===== src/rtl/seq_det_pkg.sv =====
// Shared constants and helpers for the serial pattern detector family.
package seq_det_pkg;

    localparam int SEQDET_PAT_W_MAX = 32;
    localparam int SEQDET_CNT_W_DEF = 8;
    localparam logic [3:0] SEQDET_PAT_DEF = 4'b0110;

    // Ceiling log2; sizes the history fill counter.
    function automatic int clog2(input int value);
        int result;
        int v;
        result = 0;
        v = value - 1;
        while (v > 0) begin
            result++;
            v = v >> 1;
        end
        return result;
    endfunction

endpackage


===== src/rtl/seq_det_sat_cnt.sv =====
// Generic saturating up-counter with synchronous clear (clear beats increment)
// and a registered all-ones flag.
module seq_det_sat_cnt #(
    parameter int W = 8
) (
    input  logic         clk,
    input  logic         rst_n,
    input  logic         clr,
    input  logic         inc,
    output logic [W-1:0] cnt,
    output logic         sat
);

    typedef logic [W-1:0] cnt_t;

    cnt_t cnt_nxt;

    always_comb begin
        cnt_nxt = cnt;
        if (clr) begin
            cnt_nxt = '0;
        end else if (inc && (cnt != '1)) begin
            cnt_nxt = cnt + cnt_t'(1);
        end
    end

    always_ff @(posedge clk or negedge rst_n) begin
        if (!rst_n) begin
            cnt <= '0;
            sat <= 1'b0;
        end else begin
            cnt <= cnt_nxt;
            sat <= &cnt_nxt;
        end
    end

endmodule


===== src/rtl/seq_det_param.sv =====
// Parametrised serial pattern detector with programmable pattern and match counter.
// Optional sticky match flag enabled by defining SEQDET_STICKY_EN.
module seq_det_param
    import seq_det_pkg::*;
#(
    parameter int               PAT_W   = 4,
    parameter int               CNT_W   = SEQDET_CNT_W_DEF,
    parameter logic [PAT_W-1:0] PAT_RST = PAT_W'(SEQDET_PAT_DEF)
) (
    input  logic             clk,
    input  logic             rst_n,
    input  logic             en,
    input  logic             data_in,
    input  logic [PAT_W-1:0] pat_in,
    input  logic             load_pat,
    input  logic             overlap,
    input  logic             cnt_clr,
    output logic             match,
    output logic             match_q,
    output logic [CNT_W-1:0] match_cnt,
    output logic             cnt_sat
`ifdef SEQDET_STICKY_EN
    ,
    input  logic             sticky_clr,
    output logic             sticky
`endif
);

    localparam int FILL_W = clog2(PAT_W);
    localparam logic [FILL_W-1:0] FILL_MAX = FILL_W'(PAT_W - 1);

    typedef logic [CNT_W-1:0] cnt_t;

    generate
        if (PAT_W < 2 || PAT_W > SEQDET_PAT_W_MAX) begin : g_bad_pat_w
            $error("seq_det_param: PAT_W out of range 2..32");
        end
    endgenerate

    logic [PAT_W-1:0]  pat_q;
    logic [PAT_W-2:0]  hist;
    logic [PAT_W-2:0]  hist_nxt;
    logic [FILL_W-1:0] fill;
    logic [FILL_W-1:0] fill_nxt;
    logic [PAT_W-1:0]  shifted;
    cnt_t              cnt_val;

    // Shifting through a full-width vector keeps the PAT_W=2 case legal.
    always_comb begin
        shifted  = {hist, data_in};
        match    = en & ~load_pat & (fill == FILL_MAX) & (shifted == pat_q);
        hist_nxt = hist;
        fill_nxt = fill;
        if (load_pat) begin
            hist_nxt = '0;
            fill_nxt = '0;
        end else if (en) begin
            if (match && !overlap) begin
                hist_nxt = '0;
                fill_nxt = '0;
            end else begin
                hist_nxt = shifted[PAT_W-2:0];
                fill_nxt = (fill == FILL_MAX) ? fill : fill + FILL_W'(1);
            end
        end
    end

    always_ff @(posedge clk or negedge rst_n) begin
        if (!rst_n) begin
            pat_q   <= PAT_RST;
            hist    <= '0;
            fill    <= '0;
            match_q <= 1'b0;
        end else begin
            if (load_pat) begin
                pat_q <= pat_in;
            end
            hist    <= hist_nxt;
            fill    <= fill_nxt;
            match_q <= match;
        end
    end

    seq_det_sat_cnt #(
        .W (CNT_W)
    ) u_cnt (
        .clk   (clk),
        .rst_n (rst_n),
        .clr   (cnt_clr),
        .inc   (match),
        .cnt   (cnt_val),
        .sat   (cnt_sat)
    );

    assign match_cnt = cnt_val;

`ifdef SEQDET_STICKY_EN
    // A coincident match wins over sticky_clr.
    always_ff @(posedge clk or negedge rst_n) begin
        if (!rst_n) begin
            sticky <= 1'b0;
        end else if (match) begin
            sticky <= 1'b1;
        end else if (sticky_clr) begin
            sticky <= 1'b0;
        end
    end
`endif

endmodule


===== config.mk =====
export PLATFORM = sky130hd
export DESIGN_NAME = seq_det_param
export DESIGN_NICKNAME = d
export VERILOG_FILES = /design/src/rtl/seq_det_pkg.sv /design/src/rtl/seq_det_sat_cnt.sv /design/src/rtl/seq_det_param.sv
export SDC_FILE = /design/constraint.sdc
export NUM_CORES = 1
export LEC_CHECK = 0
export CAP_MARGIN = 20
export CORE_AREA = 2 2 48 50
export CTS_CLUSTER_SIZE = 30
export DETAILED_ROUTE_END_ITERATION = 7
export DIE_AREA = 0 0 50 52
export PLACE_DENSITY = 0.79
export RECOVER_POWER = 100
export SYNTH_ARGS = -nofsm -noshare
export SYNTH_HDL_FRONTEND = slang
export SYNTH_SLANG_ARGS = --single-unit

===== constraint.sdc =====
create_clock -name clk -period 3.5 [get_ports clk]
set_input_delay 0.525 -clock clk [delete_from_list [all_inputs] [get_ports clk]]
set_output_delay 0.525 -clock clk [all_outputs]
set_load 0.01 [all_outputs]

* After elaboration in Yosys (flattened, before gate mapping)
Cells that the tools add are included.
** Operators by class
- Add/subtract/negate cells :: 2
- Equality and inequality tests :: 4
- Mux-type cells :: 9
- Bitwise gates (word level) :: 4
- Reduce and logical (&&, ||, !) cells :: 6
** Operators by type and width (number)
- 8-bit two-way mux :: 2
- 3-bit two-way mux :: 3
- 8-bit by 1-bit adder with 8-bit output (second input constant) :: 1
- 2-bit two-way mux :: 4
- 8-bit != test (second input constant) :: 1
- 8-bit AND reduction :: 1
- 4-bit equality test :: 1
- 1-bit bitwise AND :: 3
- 3-bit by 2-bit != test with 1-bit output (second input constant) :: 1
- 2-bit by 1-bit adder with 2-bit output (second input constant) :: 1
- 2-bit equality test (second input constant) :: 1
- 1-bit logical AND :: 2
- 2-bit AND reduction :: 1
- 2-bit nonzero test :: 1
- 1-bit zero test :: 1
- 1-bit NOT :: 1
** Word-level totals
- Bits in registers :: 19
- Input bits :: 11
- Output and inout port bits :: 11
- Word-level logic and storage cells :: 31

* Logic depth before layout (Yosys ltp)
Gate-level depths: netlist of run 1.
- Depth after elaboration :: 8
- Gate-level depth with buffers :: 7
- Mapped depth without buffers :: 7

* Modules after synthesis
From an unflattened synthesis of run 1, not the netlist that was laid out.
** Second synthesis, totals
- Cells, all modules :: 90
- Area total of the unflattened synthesis :: 1012.2 sq um
** Modules (own cells, without submodules)
- seq_det_sat_cnt :: instances 1, cells an instance 52, area an instance 535.5 sq um, seq. area each 225.2 sq um
- seq_det_param :: instances 1, cells an instance 38, area an instance 476.7 sq um, seq. area each 252.7 sq um

* Worst setup path after synthesis of run 1
Ideal clock, no wire load.
- Path kind :: input to register
- From :: in load_pat
- To :: reg u_cnt.sat
- Library setup time :: 80 ps
- Data arrival time :: 1976 ps
- Required time :: 3420 ps
- Path slack :: 1444 ps
- Stages :: 6
- Buffers on the path :: 1
- Cells stage by stage :: buf_4 nand4b_4 nor2_1 a31oi_1 or4_1 nor3_2
** Between the ends
- Cells in the longest elaborated chain, start to end :: 8
** RTL lines
- from (decl) :: RTL line seq_det_param.sv:15 : input logic load_pat,
- 1-bit NOT :: RTL line seq_det_param.sv:51 : match = en & ~load_pat & (fill == FILL_MAX) & (shifted == pat_q);
- 1-bit bitwise AND (3 in series) :: RTL line seq_det_param.sv:51
- net match :: RTL line seq_det_param.sv:18 : output logic match,
- 1-bit logical AND :: RTL line seq_det_sat_cnt.sv:22 : end else if (inc && (cnt != '1)) begin
- 8-bit two-way mux :: RTL line seq_det_sat_cnt.sv:22
- 8-bit two-way mux :: RTL line seq_det_sat_cnt.sv:20 : if (clr) begin
- 8-bit AND reduction :: RTL line seq_det_sat_cnt.sv:33 : sat <= &cnt_nxt;
- to (signal assigned) :: RTL line seq_det_sat_cnt.sv:33
- to (decl) :: RTL line seq_det_sat_cnt.sv:11 : output logic sat
The timed path passes the listed nets, and every way through them passes these cells.
A chain may end at the register's enable or synchronous reset.

* Final worst setup path of run 1
- From :: in load_pat
- To :: out match
** Between the ends
- Cells in the longest elaborated chain, start to end :: 4
** RTL lines (RTL line)
- 1-bit NOT :: seq_det_param.sv:51
- 1-bit bitwise AND (3 in series) :: seq_det_param.sv:51
- to (decl) :: seq_det_param.sv:18
Every way passes these cells.

==> key figures, run 1 <==
Pwr
  • VDD IR-drop max: roughly 0.00024 V
  • Internal: 296 uW
  • Switch Pwr: around 96 uW
  • Leakage power total: 0.000556 uW
  • Combinational share of power: around an eighth
  • Clock power share: 28.3%
  • Pwr dens: slightly above 300 nW/um2
  • Sw frac: 24.4%
  • Seq pwr share: between 50% and 60%

Floorplanning
  • Full die area: approximately 2600 um2
  • I/O pins: 22
  • Overall die width: 50 um
  • Die Y: 52 um
  • Initial Util: 50.1%
  • Row cnt: 17
  • Core outline area: 2110 um2

Route
  • Wire per inst: about 14 um
  • Avg Vias per Cell: 5.68
  • ANT nets after route: 0
  • Detailed-route via count: 824
  • Iter 0 DRT Violations: 6
  • Total wire length: 2090 um
  • DRC: 0
  • Pre-Repair DR Iteration Count: 4

Finish
  • Most frequent cells in the layout: 17 x dfrtp_1, 13 x dlygate4sd3_1, 10 x nor2_1
  • FILL cells: 170
  • Diode count: 0
  • Commonest non-fill, non-tap cell in the layout: dfrtp_1
  • Final Non-Filler Cells: 145
  • Layout cell share with drive strength beyond 1: 15.4%
  • Synthesis-to-finish area growth: 20.3%
  • Nets: 131

Synth
  • Synth unique cells: 38
  • Compound-Gate Fraction of Synth Area: 8.07%
  • Mean post-synth cell area: 11.0 um2
  • Adder-Cell Fraction of Synth Area: 2.37%
  • Synthesized cell area: around 1100 um2
  • Post-synthesis cell count: 96
  • Seq cells post-synth: 19
  • Multiplexer share of the synthesized area: under 10%
  • Post-Synth Simple-Gate Area: 27.8%
  • Post-synthesis sequential area ratio: a little under half
  • Syn Nets: roughly 110
  • Ys Warns: 0
  • Xor/xnor share of the synthesized area: 7.35%
  • Main combinational cell family by area after synthesis: simple AND/OR/NAND/NOR gates

GRT
  • Vias in the first global route: 795
  • Total GRT Usage: around 18%
  • Total grt overflow: 0
  • First-pass GRT wire length: 3410 um
  • Pin count of the biggest net entering global routing: 20
  • Initial antenna violation count: 0

STA
  • RSZ-0062 raised after global routing: false
  • Fin crit share: between 80% and 90%
  • Final Max Slew Viols: 0
  • Worst rel slew slack: a little over a third
  • Tightest Pin Transition: 944 ps
  • Fin. Hold Viols: 0
  • Clock skew: between 5 and 6 ps
  • Setup-failing EPs final: 0
  • Tmin final: a little under 3000 ps
  • Achievable clock frequency: 0.347 GHz
  • Final setup TNS: 0 ps

Critical path
  • Reg2reg end: u_cnt.sat$_DFF_PN0_
  • R2R depth: 6
  • Worst setup SP type: primary input
  • Worst Setup End Kind: primary output
  • Reg-to-Reg Start: u_cnt.cnt[0]$_DFF_PN0_
  • Setup Crit Path Kind: in -> out
  • CP arrival: 2360 ps
  • CP Max Fanout: 10
  • R2R Setup Slk: 1000 ps
  • CP required: ~3000 ps

Worst hold path
  • Hold Path Sink: pat_q[3]$_DFFE_PN0P_
  • Worst Hold Launch: pat_q[3]$_DFFE_PN0P_
  • Hold depth: 1
  • Hold Crit Class: reg -> reg

Clock network
  • CTS resizes: 0
  • Hold buffer count at CTS: 0
  • CTS tree: done
  • CTS sink count: 19
  • H-tree depth: 1
  • CTS Buf Count: 3
  • CTS max path bufs: 2
  • Root buffer cell: clkbuf_4
  • Postcts setup bufs: 0
  • Clock transition at path regs: 110 ps
  • Clk Latency, worst-skew pair: ~300 ps

Place
  • HPWL Detailed: 1560 um
  • Number of buffers added on ports: 21
  • GP Congestion: between 0.8 and 0.9
  • Dpl cells: roughly 140

Run status
  • Status: completed

Job
  • Max-cap violations: 0
## state kept, by name, summed over array words and instances, names as in the netlist
register,count
match_q,1
u_cnt.cnt,8
fill,2
u_cnt.sat,1
hist,3
pat_q,4
## how the worst max path moves through the flow
stage / slack, ps / end / startpoint
detailed placement: 670 / match / load_pat
floorplan: 1440 / u_cnt.sat$_DFF_PN0_ / load_pat
global route: 490 / match / load_pat
finish: 620 / match / load_pat
global placement: 740 / match / load_pat
CTS: 660 / match / load_pat
## area by class of cell
class | count | area [um2] | area share (%)
flip-flops and latches | 19 | 478 | 37.7
clock buffers | 3 | 22.5 | 1.78
repair buffers | 21 | 210 | 16.6
well taps | 28 | 35.0 | 2.76
clock inverters | 1 | 5.00 | 0.394
multi-input cells | 72 | 514 | 40.5
inverters | 1 | 3.75 | 0.296
## kinds of logic after synthesis
| kind of cell | Yosys count |
|---|---|
| AOI/OAI and AO/OA | 13 |
| DFF | 19 |
| adders and majority gates | 2 |
| and+or+nand+nor | 43 |
| buffers and inverters | 5 |
| xor gates and xnor gates | 8 |
| muxes | 6 |
## cells in the mapped netlist (all sizes together)
| cell type | instances | area share [%] |
|---|---|---|
| dfrtp | 17 | 40 |
| nor2 | 10 | 3.6 |
| a21oi | 7 | 3.3 |
| nand3 | 7 | 3.8 |
| xnor2 | 6 | 5.7 |
| nand2 | 5 | 1.8 |
| mux2 | 4 | 4.3 |
| buf | 3 | 2.3 |
| nand2b | 3 | 1.8 |
| and4 | 2 | 2.1 |
| dfstp | 2 | 5.0 |
| ha | 2 | 2.4 |
| mux2i | 2 | 1.9 |
| nand3b | 2 | 1.4 |
| nand4 | 2 | 1.2 |
| nand4b | 2 | 3.1 |
| nor2b | 2 | 1.2 |
| nor3 | 2 | 2.5 |
| or4 | 2 | 1.4 |
| xor2 | 2 | 1.7 |
| a211o | 1 | 0.83 |
| a21boi | 1 | 0.71 |
| a31o | 1 | 0.83 |
| a31oi | 1 | 0.59 |
| a41o | 1 | 1.1 |
| and2 | 1 | 0.59 |
| and3 | 1 | 0.71 |
| clkbuf | 1 | 0.36 |
| inv | 1 | 0.36 |
| nor4 | 1 | 2.0 |
| o31ai | 1 | 0.71 |
| or3 | 1 | 0.59 |
## routing by layer
metal | track usage [%] | wire length, um | vias to the layer above
met5 | 0 | 0 | -
met4 | 13.4 | 47 | 0
met3 | 4.31 | 99 | 6
met2 | 31.1 | 1090 | 28
met1 | 19.0 | 851 | 400
li1 | - | - | 390
## power groups by stage
stage	clock [uW]	sequential [uW]	combinational, uW
after floorplan	0	238	30.3
after global placement	0	239	47.3
after detailed placement	0	239	49.0
after global routing	126	236	52.2
after CTS	115	235	49.4
final	111	235	46.5
## critical path: stages
cell and delay, ps:
dlygate4sd3_1 680, nand4b_4 270, nor2_1 230, dlygate4sd3_1 640
## through the flow
step | power [uW] | hold slack [ps] | worst slack (ps) | cell area (um2) | utilization, %
floorplan | 268 | 229 | 1440 | 1050 | -
global placement | 286 | 528 | 743 | 1270 | 60.4
detailed placement | 288 | 534 | 669 | 1270 | 60.4
CTS | 399 | 563 | 664 | 1300 | 61.7
global route | 414 | 593 | 495 | 1270 | 60.2
finish | 392 | 549 | 619 | 1270 | 60.2
Note: power is estimated with default switching activity, not from simulation.
==> run 2, diff against run 1 <==
Settings changed: CORE_AREA 2 2 48 50 to 2 2 52 54, DIE_AREA 0 0 50 52 to 0 0 54 56, PLACE_DENSITY 0.79 to 0.71.
Clock period 3.5 ns to 2.4 ns, I/O delays scaled along.
==> run 2 against run 1 <==
Net effect:
- clock power grew 49%
- clock skew fell by 3.1 ps
- cell count increased by 7.6%
- setup slack got worse by 470 ps
- critical path depth increased by 1
- utilization shrank 4.1 points
- total power increased by 49%
- die area rose by 16%
- first-iteration DRC count rose by 100%
- worst hold slack worse by 2.1 ps
- largest power group unchanged
==> key figures, run 2 (synthesis results as in run 1) <==
Pwr
  • Pwr dens: 429 nW/um2
  • Design Power: 586 uW
  • Clock power share: between 20% and 30%
  • Combinational share of power: a little over an eighth
  • Leakage power total: 0.000586 uW
  • Sw frac: 25.2%
  • Seq pwr share: 58.5%
  • VDD IR-drop max: 0.000303 V
  • Switch Pwr: 148 uW
  • Internal: 438 uW

Critical path
  • Worst Setup End Kind: primary output
  • Crit path from: data_in
  • CP arrival: ~1900 ps
  • Critical Path End: match
  • Setup Crit Path Kind: in -> out
  • R2R Setup Slk: 290 ps
  • Reg2reg end: u_cnt.sat$_DFF_PN0_
  • Worst setup SP type: primary input
  • CP Max Fanout: 4
  • R2R depth: 7
  • CP required: 2040 ps
  • Reg-to-Reg Start: pat_q[2]$_DFFE_PN1P_

STA
  • Hold Slack: 547 ps
  • Fin. Hold Viols: 0
  • Achievable clock frequency: 0.445 GHz
  • Setup-failing EPs final: 0
  • Tmin final: approximately 2200 ps
  • Clock skew: between 1.5 and 2 ps
  • Final setup TNS: 0 ps
  • Final Max Slew Viols: 0
  • Tightest Pin Transition: ~1000 ps
  • RSZ-0062 raised after global routing: false
  • Fin crit share: 93.7%
  • Worst rel slew slack: 31.4%

Route
  • Wire per inst: around 14 um
  • Pre-Repair DR Iteration Count: 4
  • ANT nets after route: 0
  • Detailed-route via count: 843
  • Avg Vias per Cell: 5.40
  • Iter 0 DRT Violations: 12
  • DRC: 0
  • Total wire length: 2250 um

Finish
  • Layout cell share with drive strength beyond 1: about a fifth
  • Diode count: 0
  • Most frequent cells in the layout: 17 x dfrtp_1, 12 x dlygate4sd3_1, 9 x nor2_1, 9 x clkdlybuf4s50_1, 7 x a21oi_1
  • Final core occ: 56.2%
  • Top Registers: u_cnt.cnt x8, pat_q x4, hist x3
  • Largest register by flop count: u_cnt.cnt
  • Commonest non-fill, non-tap cell in the layout: dfrtp_1
  • Synthesis-to-finish area growth: 29.5%
  • Nets: 140
  • Post-layout instance area: 1370 um2
  • Max FFs per register: 8

Floorplanning
  • Full die area: 3020 um2
  • Row cnt: 18
  • Die Y: ~56 um
  • Overall die width: 54 um
  • Core outline area: 2430 um2
  • Initial Util: a little over two fifths
  • I/O pins: 22

Run status
  • Status: completed

Clock network
  • Hold buffer count at CTS: 0
  • CTS Buf Count: 3
  • Clk Latency, worst-skew pair: 300 ps
  • Root buffer cell: clkbuf_4
  • Clock transition at path regs: 110 ps
  • CTS max path bufs: 2
  • CTS sink count: 19
  • H-tree depth: 1
  • CTS tree: done

GRT
  • Initial antenna violation count: 0
  • First-pass GRT wire length: 3940 um
  • Total GRT Usage: approximately 18%
  • Pin count of the biggest net entering global routing: 20
  • Total grt overflow: 0
  • Vias in the first global route: 845

Place
  • Dpl cell area: 1340 um2
  • HPWL Detailed: 1650 um
  • Number of buffers added on ports: 21
  • GP Congestion: 0.750

Job
  • Max-cap violations: 0

Worst hold path
  • Hold Crit Class: reg -> reg
run 2: power by group through the flow:
stage	Sequential, uW	Clock [uW]	Combinational (uW)
2_1_floorplan	347	0	44.2
3_3_place_gp	348	0	74.6
3_5_place_dp	349	0	77.4
4_1_cts	343	173	77.7
5_1_grt	345	187	87.7
6_report	342	165	78.3
run 2: layer usage:
metal  global-route usage, %  part of all wire (%)  wire length [um]  vias to the layer above
met3                    2.42                   4.0                91                        2
met2                    27.2                    49              1110                       19
met5                       0                     0                 0                        -
li1                        -                     -                 -                      408
met4                    7.50                  0.85                19                        0
met1                    24.2                    46              1030                      414
run 2: area by class of cell:
type                       instances  area [um2]
multi-input combinational         72         548
sequential                        19         478
clock inverter                     1        5.00
tap                               30        37.5
timing repair buffer              30         272
inverter                           1        3.75
clock buffer                       3        22.5
fill                             227        1070
run 2: critical path: stages:
cell             delay (ps)
clkdlybuf4s50_1         520
xnor2_2                 140
nand4b_4                160
nor2_4                  150
clkdlybuf4s50_1         560
run 2: repair_timing:
item / in CTS / in global routing
gates resized for setup: 1 / 1
buffers inserted: 0 / 2
setup endpoints to repair: 1 / 1
run 2: through the flow:
| step | setup WS (ps) | cells |
|---|---|---|
| after floorplan | 405 | 96 |
| final | 151 | 156 |
| after CTS | 1.19 | 154 |
| after detailed placement | 9.15 | 150 |
| after global routing | 34.0 | 156 |
| after global placement | 38.5 | 150 |
run 2: worst min path at each step:
stage	startpoint	cells past startpoint	end	slack, ps
detailed placement	pat_q[3]$_DFFE_PN0P_	1	pat_q[3]$_DFFE_PN0P_	530
floorplan	rst_n	0	fill[0]$_DFFE_PN0P_	60
global placement	fill[1]$_DFFE_PN0P_	2	fill[1]$_DFFE_PN0P_	510
finish	pat_q[3]$_DFFE_PN0P_	1	pat_q[3]$_DFFE_PN0P_	550
CTS	rst_n	2	hist[2]$_DFFE_PN0P_	380
global route	pat_q[3]$_DFFE_PN0P_	1	pat_q[3]$_DFFE_PN0P_	570
